### src/rtl/ahb_pkg.sv
// ahb_pkg: shared AHB-Lite encodings and the slave-mux state type.
// Holds HTRANS/HRESP encodings and mux_state_t; no ports.
package ahb_pkg;

   localparam logic [1:0] HTRANS_IDLE   = 2'b00;
   localparam logic [1:0] HTRANS_BUSY   = 2'b01;
   localparam logic [1:0] HTRANS_NONSEQ = 2'b10;
   localparam logic [1:0] HTRANS_SEQ    = 2'b11;

   localparam logic HRESP_OKAY  = 1'b0;
   localparam logic HRESP_ERROR = 1'b1;

   typedef enum logic [1:0] {
      ROUTE = 2'd0,
      ERR1  = 2'd1,
      ERR2  = 2'd2
   } mux_state_t;

endpackage

### src/rtl/ahb_onehot_enc.sv
// ahb_onehot_enc: select vector to index, plus valid (exactly one bit set)
// and multi (two or more set). Ports: sel in N; idx out IW; vld, multi out 1.
module ahb_onehot_enc #(
   parameter int N  = 7,
   parameter int IW = $clog2(N)
) (
   input  logic [N-1:0]  sel,
   output logic [IW-1:0] idx,
   output logic          vld,
   output logic          multi
);

   localparam logic [N-1:0] ONE = N'(1);

   // Clearing the lowest set bit leaves something only if 2+ bits were set.
   assign multi = |(sel & (sel - ONE));
   assign vld   = (|sel) & ~multi;

   always_comb begin
      idx = '0;
      for (int i = N - 1; i >= 0; i--) begin
         if (sel[i]) idx = IW'(i);
      end
   end

endmodule

### src/rtl/ahblite_slave_mux_n.sv
// ahblite_slave_mux_n: AHB-Lite N-port slave response mux with decode-error
// responder and optional wait-state watchdog (macro SLVMUX_WATCHDOG_EN).
// Ports: HCLK, HRESET (sync, active high), HREADY, HTRANS[1:0], HSEL[NPORT],
//   S_HREADYOUT[NPORT], S_HRESP[NPORT], S_HRDATA[NPORT*DW] in;
//   HREADYOUT, HRESP, HRDATA[DW], DECERR, TOERR out.
module ahblite_slave_mux_n
   import ahb_pkg::*;
#(
   parameter int NPORT  = 7,
   parameter int DW     = 32,
   parameter int TO_CYC = 255
) (
   input  logic                HCLK,
   input  logic                HRESET,
   input  logic                HREADY,
   input  logic [1:0]          HTRANS,
   input  logic [NPORT-1:0]    HSEL,
   input  logic [NPORT-1:0]    S_HREADYOUT,
   input  logic [NPORT-1:0]    S_HRESP,
   input  logic [NPORT*DW-1:0] S_HRDATA,
   output logic                HREADYOUT,
   output logic                HRESP,
   output logic [DW-1:0]       HRDATA,
   output logic                DECERR,
   output logic                TOERR
);

   localparam int IW = $clog2(NPORT);

   mux_state_t    state_q, state_d;
   logic [IW-1:0] own_idx_q, own_idx_d;
   logic          own_vld_q, own_vld_d;
   logic          dec_q, dec_d;

   logic [IW-1:0] sel_idx;
   logic          sel_vld, sel_multi;
   logic          trans_act, dec_err, to_hit;
   logic          slv_rdy, slv_resp;
   logic [DW-1:0] slv_data;

   ahb_onehot_enc #(
      .N  (NPORT),
      .IW (IW)
   ) u_enc (
      .sel   (HSEL),
      .idx   (sel_idx),
      .vld   (sel_vld),
      .multi (sel_multi)
   );

   assign trans_act = (HTRANS == HTRANS_NONSEQ) || (HTRANS == HTRANS_SEQ);
   assign dec_err   = HREADY && trans_act && (~|HSEL || sel_multi);

   always_comb begin
      slv_rdy  = 1'b1;
      slv_resp = HRESP_OKAY;
      slv_data = '0;
      for (int i = 0; i < NPORT; i++) begin
         if (own_idx_q == IW'(i)) begin
            slv_rdy  = S_HREADYOUT[i];
            slv_resp = S_HRESP[i];
            slv_data = S_HRDATA[i*DW +: DW];
         end
      end
   end

`ifdef SLVMUX_WATCHDOG_EN
   logic [15:0] wd_q;
   logic        wd_wait;
   logic        to_q;

   assign wd_wait = (state_q == ROUTE) && own_vld_q && !slv_rdy;
   assign to_hit  = wd_wait && (wd_q == 16'(TO_CYC - 1));

   // An HREADY-high edge starts a new data phase, so the count restarts.
   always_ff @(posedge HCLK) begin
      if (HRESET) begin
         wd_q <= '0;
         to_q <= 1'b0;
      end else begin
         to_q <= to_hit;
         wd_q <= (wd_wait && !HREADY && !to_hit) ? wd_q + 16'd1 : '0;
      end
   end

   assign TOERR = to_q;
`else
   assign to_hit = 1'b0;
   assign TOERR  = 1'b0;
`endif

   always_comb begin
      state_d   = state_q;
      own_idx_d = own_idx_q;
      own_vld_d = own_vld_q;
      dec_d     = 1'b0;
      HREADYOUT = 1'b1;
      HRESP     = HRESP_OKAY;
      HRDATA    = '0;
      unique case (state_q)
         ROUTE: begin
            if (own_vld_q) begin
               HREADYOUT = slv_rdy;
               HRESP     = slv_resp;
               HRDATA    = slv_data;
            end
            // Timeout drops the late slave; its data phase is never routed.
            if (to_hit) begin
               state_d   = ERR1;
               own_vld_d = 1'b0;
            end else if (HREADY) begin
               own_idx_d = sel_idx;
               own_vld_d = sel_vld;
               if (dec_err) begin
                  state_d = ERR1;
                  dec_d   = 1'b1;
               end
            end
         end
         ERR1: begin
            HREADYOUT = 1'b0;
            HRESP     = HRESP_ERROR;
            own_vld_d = 1'b0;
            state_d   = ERR2;
         end
         ERR2: begin
            HRESP   = HRESP_ERROR;
            state_d = ROUTE;
            if (HREADY) begin
               own_idx_d = sel_idx;
               own_vld_d = sel_vld;
               if (dec_err) begin
                  state_d = ERR1;
                  dec_d   = 1'b1;
               end
            end
         end
         default: begin
            state_d   = ROUTE;
            own_vld_d = 1'b0;
         end
      endcase
   end

   always_ff @(posedge HCLK) begin
      if (HRESET) begin
         state_q   <= ROUTE;
         own_idx_q <= '0;
         own_vld_q <= 1'b0;
         dec_q     <= 1'b0;
      end else begin
         state_q   <= state_d;
         own_idx_q <= own_idx_d;
         own_vld_q <= own_vld_d;
         dec_q     <= dec_d;
      end
   end

   assign DECERR = dec_q;

endmodule
### config.mk
export PLATFORM = sky130hd
export DESIGN_NAME = ahblite_slave_mux_n
export DESIGN_NICKNAME = d
export VERILOG_FILES = /design/src/rtl/ahb_pkg.sv /design/src/rtl/ahb_onehot_enc.sv /design/src/rtl/ahblite_slave_mux_n.sv
export SDC_FILE = /design/constraint.sdc
export NUM_CORES = 1
export LEC_CHECK = 0
export CORE_AREA = 10 10 109 111
export DETAILED_ROUTE_END_ITERATION = 16
export DIE_AREA = 0 0 119 121
export PLACE_DENSITY = 0.89
export SLEW_MARGIN = 5
export SYNTH_ARGS = -nofsm -noshare
export SYNTH_HDL_FRONTEND = slang
export SYNTH_HIERARCHICAL = 1
export SYNTH_SLANG_ARGS = --single-unit
export TNS_END_PERCENT = 100
### constraint.sdc
create_clock -name HCLK -period 1.9 [get_ports HCLK]
set_input_delay 0.38 -clock HCLK [delete_from_list [all_inputs] [get_ports HCLK]]
set_output_delay 0.38 -clock HCLK [all_outputs]
set_load 0.03 [all_outputs]
* Word-level counts from Yosys, hierarchy flattened
Cells that the tools add are included.
W data, S select, Z words.
** Operators by class
- Add/sub/neg operators :: 1
- Eq/ne operators :: 12
- Muxes and demuxes :: 40
- Bitwise operators :: 5
- Reduce and logical (&&, ||, !) cells :: 15
** Operators with widths (number)
- $mux W32 :: 9
- $mux W3 :: 7
- $mux W1 :: 19
- $reduce_or A7 Y1 :: 2
- $eq A3 B3 Y1 const B :: 3
- $and A7 B7 Y7 :: 1
- $sub A7 B1 Y7 const B :: 1
- $eq A2 B2 Y1 const B :: 3
- $eq A3 B2 Y1 const B :: 2
- $pmux W2 S3 :: 1
- $reduce_or A2 Y1 :: 3
- $mux W2 :: 2
- $ne A2 B2 Y1 const B :: 2
- $pmux W1 S2 :: 2
- $reduce_and A2 Y1 :: 2
- $eq A3 B1 Y1 const B :: 1
- $logic_not A3 Y1 :: 1
- $not A1 Y1 :: 3
- $reduce_or A3 Y1 :: 1
- $eq A2 B1 Y1 const B :: 1
- $logic_and A1 B1 Y1 :: 2
- $logic_not A2 Y1 :: 1
- $logic_or A1 B1 Y1 :: 2
- $and A1 B1 Y1 :: 1
- $logic_not A1 Y1 :: 1
** Word-level totals
- Bits in registers :: 7
- Input port bits :: 250
- Logic and storage cells :: 77

* Logic depth before layout (Yosys ltp)
- Word-level depth :: 10
- Depth in mapped cells :: 7
- Depth with buffers taken out :: 6

* By module
The synthesis kept the hierarchy.
** By module, submodules not included
- ahblite_slave_mux_n :: instances 1, cells an instance 398, area each 2935.3 um^2
- ahb_onehot_enc :: instances 1, cells an instance 22, area each 137.6 um^2

* Worst setup path before layout
No wires, ideal clock.
- Kind :: register to output
- Start :: register own_idx_q[1]
- End :: output HREADYOUT
- Data arrival time :: 1551 ps
- Required time :: 1520 ps
- Path slack :: -31 ps
- Cell stages (with the launch flop) :: 6
- Cell sequence :: dfxtp_1 -> buf_6 -> or3b_2 -> a21oi_1 -> a2111oi_0 -> a21oi_1
** Between the ends
- Longest elaborated chain between the ends :: 10
** Ends and longest elaborated chain
- start, declared :: RTL line ahblite_slave_mux_n.sv:31 : logic [IW-1:0] own_idx_q, own_idx_d;
- start signal, assigned :: RTL line ahblite_slave_mux_n.sv:153 : own_idx_q <= own_idx_d;
- $logic_not A3 Y1 :: RTL line ahblite_slave_mux_n.sv:59 : if (own_idx_q == IW'(i)) begin
- $mux W1 (6 in a row) :: RTL line ahblite_slave_mux_n.sv:59
- $mux W1 (*) :: RTL line ahblite_slave_mux_n.sv:59
- $mux W1 (*) :: RTL line ahblite_slave_mux_n.sv:102 : if (own_vld_q) begin
- $pmux W1 S2 (*) :: RTL line ahblite_slave_mux_n.sv:100 : unique case (state_q)
- end, declared :: RTL line ahblite_slave_mux_n.sv:21 : output logic HREADYOUT,
Mark *: on every way between the ends. The rest lies on a longest branch, timed or not.

* Worst setup path in the final report
- Start :: register own_idx_q[1]
- End :: output HRDATA[16]
** Between the ends
- Longest elaborated chain between the ends :: 10
** Ends and longest elaborated chain
- $logic_not A3 Y1 :: RTL line ahblite_slave_mux_n.sv:59
- $mux W32 (6 in a row) :: RTL line ahblite_slave_mux_n.sv:59
- $mux W32 (*) :: RTL line ahblite_slave_mux_n.sv:59
- $mux W32 (*) :: RTL line ahblite_slave_mux_n.sv:102
- $mux W32 (*) :: RTL line ahblite_slave_mux_n.sv:100
- end, declared :: RTL line ahblite_slave_mux_n.sv:23 : output logic [DW-1:0] HRDATA,
Marks and branches as above.

==> run_summary.xml <==
<?xml version="1.0" encoding="UTF-8"?>
<metrics>
  <group name="detailed_routing">
    <metric name="routed-via-count" unit="">5093</metric>
    <metric name="postRouteWirelength" unit="um">22600</metric>
    <metric name="first_pass_iters" unit="">5</metric>
    <metric name="post_drt_wl_per_cell" unit="um">26.0</metric>
    <metric name="final_antenna_net_count" unit="">0</metric>
    <metric name="drc" unit="">0</metric>
    <metric name="dr.first_iter.drc_count" unit="">544</metric>
    <metric name="drt-vias-per-instance" unit="">5.86</metric>
  </group>
  <group name="yosys">
    <metric name="ys_top_cells_by_count" unit="">sky130_fd_sc_hd__a21oi_1, sky130_fd_sc_hd__mux2i_1, sky130_fd_sc_hd__nand2_1</metric>
    <metric name="ys_ff_latch" unit="">7</metric>
    <metric name="number_of_flops_mapped_to_enable_cells_by_yosys" unit="">0</metric>
    <metric name="distinct_cell_type_count_of_the_synthesized_netlist" unit="">47</metric>
    <metric name="synthTopCellsByArea" unit="">sky130_fd_sc_hd__mux2i_1, sky130_fd_sc_hd__a21oi_1, sky130_fd_sc_hd__a221oi_1</metric>
    <metric name="mappedNetlistNets" unit="">675</metric>
    <metric name="synth_largest_area_cell" unit="">sky130_fd_sc_hd__mux2i_1</metric>
    <metric name="synthesis.area" unit="um^2">3070</metric>
    <metric name="synth_top_cell_area_share" unit="">0.124</metric>
    <metric name="ys.flop_type" unit="">sky130_fd_sc_hd__dfxtp_1</metric>
    <metric name="synth.most_common_cell" unit="">sky130_fd_sc_hd__a21oi_1</metric>
    <metric name="synthCells" unit="">420</metric>
    <metric name="async_reset_ff_frac" unit="">0</metric>
    <metric name="seq_area_frac_synth" unit="">0.0456</metric>
    <metric name="synth-warning-count" unit="">6</metric>
    <metric name="syn_avg_cell_area" unit="um^2">7.32</metric>
  </group>
  <group name="power_and_ir_drop">
    <metric name="design_power_total" unit="mW">1.77</metric>
    <metric name="power.leakage" unit="nW">2.74</metric>
    <metric name="power.density" unit="nW/um^2">239</metric>
    <metric name="worst_ir_drop_on_vdd" unit="uV">369</metric>
  </group>
  <group name="clock_network">
    <metric name="cts-root-buf" unit="">sky130_fd_sc_hd__clkbuf_8</metric>
    <metric name="clk_pin_slew" unit="ns">0.05</metric>
    <metric name="tritoncts" unit="">yes</metric>
    <metric name="cts_buffers" unit="">3</metric>
    <metric name="cts_sinks" unit="">7</metric>
    <metric name="maximum_clock_insertion_buffer_count" unit="">2</metric>
    <metric name="htree_levels" unit="">1</metric>
    <metric name="cts.hold.buffers_added" unit="">0</metric>
    <metric name="clk_latency" unit="ns">0.23</metric>
  </group>
  <group name="setup_path">
    <metric name="type_of_the_setup_path_with_the_least_slack" unit="">reg -&gt; out</metric>
    <metric name="crit-reg2reg-capture" unit="">own_idx_q[0]</metric>
    <metric name="type_of_origin_of_the_critical_path" unit="">flip-flop</metric>
    <metric name="timing.critical_path.cells" unit="">buf_6, and2b_4, clkbuf_16, a22oi_2, a21oi_1, o21a_1, buf_6</metric>
    <metric name="cp_data_arrival_time" unit="ns">2.01</metric>
    <metric name="ff2ff_path_depth" unit="">6</metric>
    <metric name="critPathTopFamily" unit="">buffers and inverters</metric>
    <metric name="timing.critical_path.required" unit="ns">1.52</metric>
    <metric name="r2r_start" unit="">state_q[0]</metric>
    <metric name="reg2reg_setup_slack" unit="ns">0.24</metric>
    <metric name="cp_capture_type" unit="">output port</metric>
    <metric name="worst_path_max_delay_cell" unit="">sky130_fd_sc_hd__and2b_4</metric>
    <metric name="critical_path_peak_fanout" unit="">7</metric>
    <metric name="critical_path_buf_inv_count" unit="">3</metric>
    <metric name="cp_common_cell" unit="">sky130_fd_sc_hd__buf_6</metric>
    <metric name="peak_per_stage_delay_on_the_critical_path" unit="ns">0.42</metric>
  </group>
  <group name="timing">
    <metric name="slew-limit-headroom" unit="">0.638</metric>
    <metric name="final-setup-viol-count" unit="">34</metric>
    <metric name="setup_tns" unit="ns">-12.90</metric>
    <metric name="tightestPinTransition" unit="ns">0.537</metric>
    <metric name="grt_setup_unrepaired" unit="">yes</metric>
    <metric name="fin_crit_sh" unit="">1.26</metric>
    <metric name="timing.final.ws_setup" unit="ns">-0.492</metric>
    <metric name="fin_crit" unit="ns">2.39</metric>
    <metric name="final_hold_viol_count" unit="">0</metric>
    <metric name="report.final.slew_viol_count" unit="">0</metric>
    <metric name="clock-skew-final" unit="ns">0.00779</metric>
    <metric name="highest_attainable_clock_frequency" unit="GHz">0.418</metric>
  </group>
  <group name="cells_and_area">
    <metric name="antenna_cells" unit="">0</metric>
    <metric name="fin_nets" unit="">992</metric>
    <metric name="syn2layout_area_growth" unit="%">141</metric>
    <metric name="num-fill-cells" unit="">603</metric>
    <metric name="utilization" unit="">0.768</metric>
    <metric name="layout-drive-gt1-share" unit="">0.340</metric>
  </group>
  <group name="global_route">
    <metric name="grt_start_max_net_pins" unit="">40</metric>
    <metric name="first_global_vias" unit="">5253</metric>
    <metric name="first_pass_grt_wire_length" unit="um">29800</metric>
    <metric name="grt_remaining_overflow" unit="">0</metric>
    <metric name="global_route.usage.total" unit="">0.255</metric>
    <metric name="grt_antenna_before_repair" unit="">1</metric>
  </group>
  <group name="hold_path">
    <metric name="hold_path_class" unit="">reg -&gt; reg</metric>
    <metric name="worst_hold_startpoint" unit="">own_vld_q</metric>
    <metric name="whs_path_depth" unit="">2</metric>
    <metric name="worstHoldEndpoint" unit="">own_vld_q</metric>
  </group>
  <group name="die">
    <metric name="die_x" unit="um">119</metric>
    <metric name="core_area" unit="um^2">9640</metric>
    <metric name="floorplan.initialDensity" unit="">0.319</metric>
    <metric name="i_o_pin_cnt" unit="">286</metric>
    <metric name="die_height" unit="um">121</metric>
    <metric name="die_area" unit="um^2">14400</metric>
    <metric name="num_rows" unit="">36</metric>
  </group>
  <group name="place">
    <metric name="gp_routability_congestion" unit="">0.893</metric>
    <metric name="io_buffers" unit="">283</metric>
    <metric name="detailed_place_hpwl" unit="um">14900</metric>
  </group>
  <group name="run_status">
    <metric name="status" unit="">finished, violations left</metric>
    <metric name="violations" unit="">negative setup slack</metric>
  </group>
  <group name="flow_run">
    <metric name="timing.max_cap.violations" unit="">0</metric>
  </group>
</metrics>
[sequential cells by signal, summed over array words and instances, names as in the netlist]
register / count
own_idx_q: 3
own_vld_q: 1
DECERR: 1
state_q: 2
[repair_timing]
item | 4_1_cts | 5_1_grt
pin swaps | 11 | 53
buffers inserted | 10 | 9
cloned | 5 | 10
resized for setup | 72 | 84
hold endpoints to repair | 0 | 0
setup endpoints to repair | 35 | 37
[layout make-up]
class,instances,area (um^2),area share
well taps,133,166,0.0225
repair buffers,358,3920,0.529
inverters,7,26.3,0.00355
multi-input cells,360,3100,0.418
flip-flops and latches,7,151,0.0204
clock buffers,4,45.0,0.00608
[kinds of logic after synthesis]
kind of cell	synth area share
AO/OA/AOI/OAI	0.412
adder cells (fa/ha/maj)	0.0204
buffers and inverters	0.106
flip-flops	0.0456
multiplexers	0.248
other	0.00122
AND/OR/NAND/NOR	0.167
[stage by stage]
stage	cell area, um^2	hold slack (ns)	instances	setup WS (ns)
after floorplan	3080	0.485	420	-0.0134
after global placement	6220	0.527	833	-0.909
after detailed placement	6220	0.557	833	-0.925
after CTS	6790	0.563	852	-0.403
after global routing	7400	0.591	869	-0.541
final	7400	0.574	869	-0.492
[placed cells by master (no fill, tap or decap), types with 3 or more instances in the layout]
cell                              instances
sky130_fd_sc_hd__and2b_4                  3
sky130_fd_sc_hd__inv_1                    7
sky130_fd_sc_hd__dfxtp_4                  3
sky130_fd_sc_hd__ha_1                     5
sky130_fd_sc_hd__mux2_4                   6
sky130_fd_sc_hd__nor3_1                   4
sky130_fd_sc_hd__or2_2                   32
sky130_fd_sc_hd__nand2_1                 32
sky130_fd_sc_hd__mux2_1                   7
sky130_fd_sc_hd__a221oi_1                 3
sky130_fd_sc_hd__mux2_2                  19
sky130_fd_sc_hd__dlymetal6s2s_1           7
sky130_fd_sc_hd__a221oi_4                 8
sky130_fd_sc_hd__a21oi_1                 48
sky130_fd_sc_hd__o21ai_0                  3
sky130_fd_sc_hd__o21a_1                  32
sky130_fd_sc_hd__nor2_1                   6
sky130_fd_sc_hd__buf_6                   34
sky130_fd_sc_hd__a21oi_2                 20
sky130_fd_sc_hd__clkbuf_8                 3
sky130_fd_sc_hd__mux2i_1                 38
sky130_fd_sc_hd__clkdlybuf4s50_1        242
sky130_fd_sc_hd__dfxtp_1                  4
sky130_fd_sc_hd__buf_4                   42
sky130_fd_sc_hd__clkbuf_16                7
sky130_fd_sc_hd__buf_12                  19
sky130_fd_sc_hd__buf_8                    4
sky130_fd_sc_hd__nand2_2                  4
sky130_fd_sc_hd__a22oi_2                 10
sky130_fd_sc_hd__a22oi_1                 23
sky130_fd_sc_hd__a221oi_2                22
[power by group]
group / internal [mW] / switching, mW / leakage (nW)
Sequential: 0.151 / 0.00558 / 0.0592
Clock: 0.146 / 0.0730 / 0.0228
Combinational: 0.859 / 0.532 / 2.66
Total: 1.16 / 0.611 / 2.74
[metal layers]
metal | vias to the layer above | global-route usage | wire length (um)
met5 | - | 0 | 13
met3 | 67 | 0.0758 | 2140
li1 | 2248 | - | -
met2 | 371 | 0.477 | 11300
met4 | 2 | 0.0771 | 878
met1 | 2405 | 0.269 | 8190
[worst max-delay path by stage]
stage	startpoint	end	slack (ns)	cells past startpoint
2_1_floorplan	own_idx_q[1]	HREADYOUT	-0.01	5
3_3_place_gp	S_HREADYOUT[3]	HREADYOUT	-0.91	5
3_5_place_dp	S_HREADYOUT[3]	HREADYOUT	-0.92	5
4_1_cts	own_idx_q[2]	HRDATA[27]	-0.40	7
5_1_grt	own_idx_q[1]	HRDATA[16]	-0.54	7
6_report	own_idx_q[1]	HRDATA[16]	-0.49	7
[worst min-delay path, cell delays in order, from the launching register on]
cell and delay, ns:
sky130_fd_sc_hd__dfxtp_1 0.32, sky130_fd_sc_hd__mux2i_1 0.14, sky130_fd_sc_hd__nor3_1 0.06
Note: power is estimated with default switching activity, not from simulation.
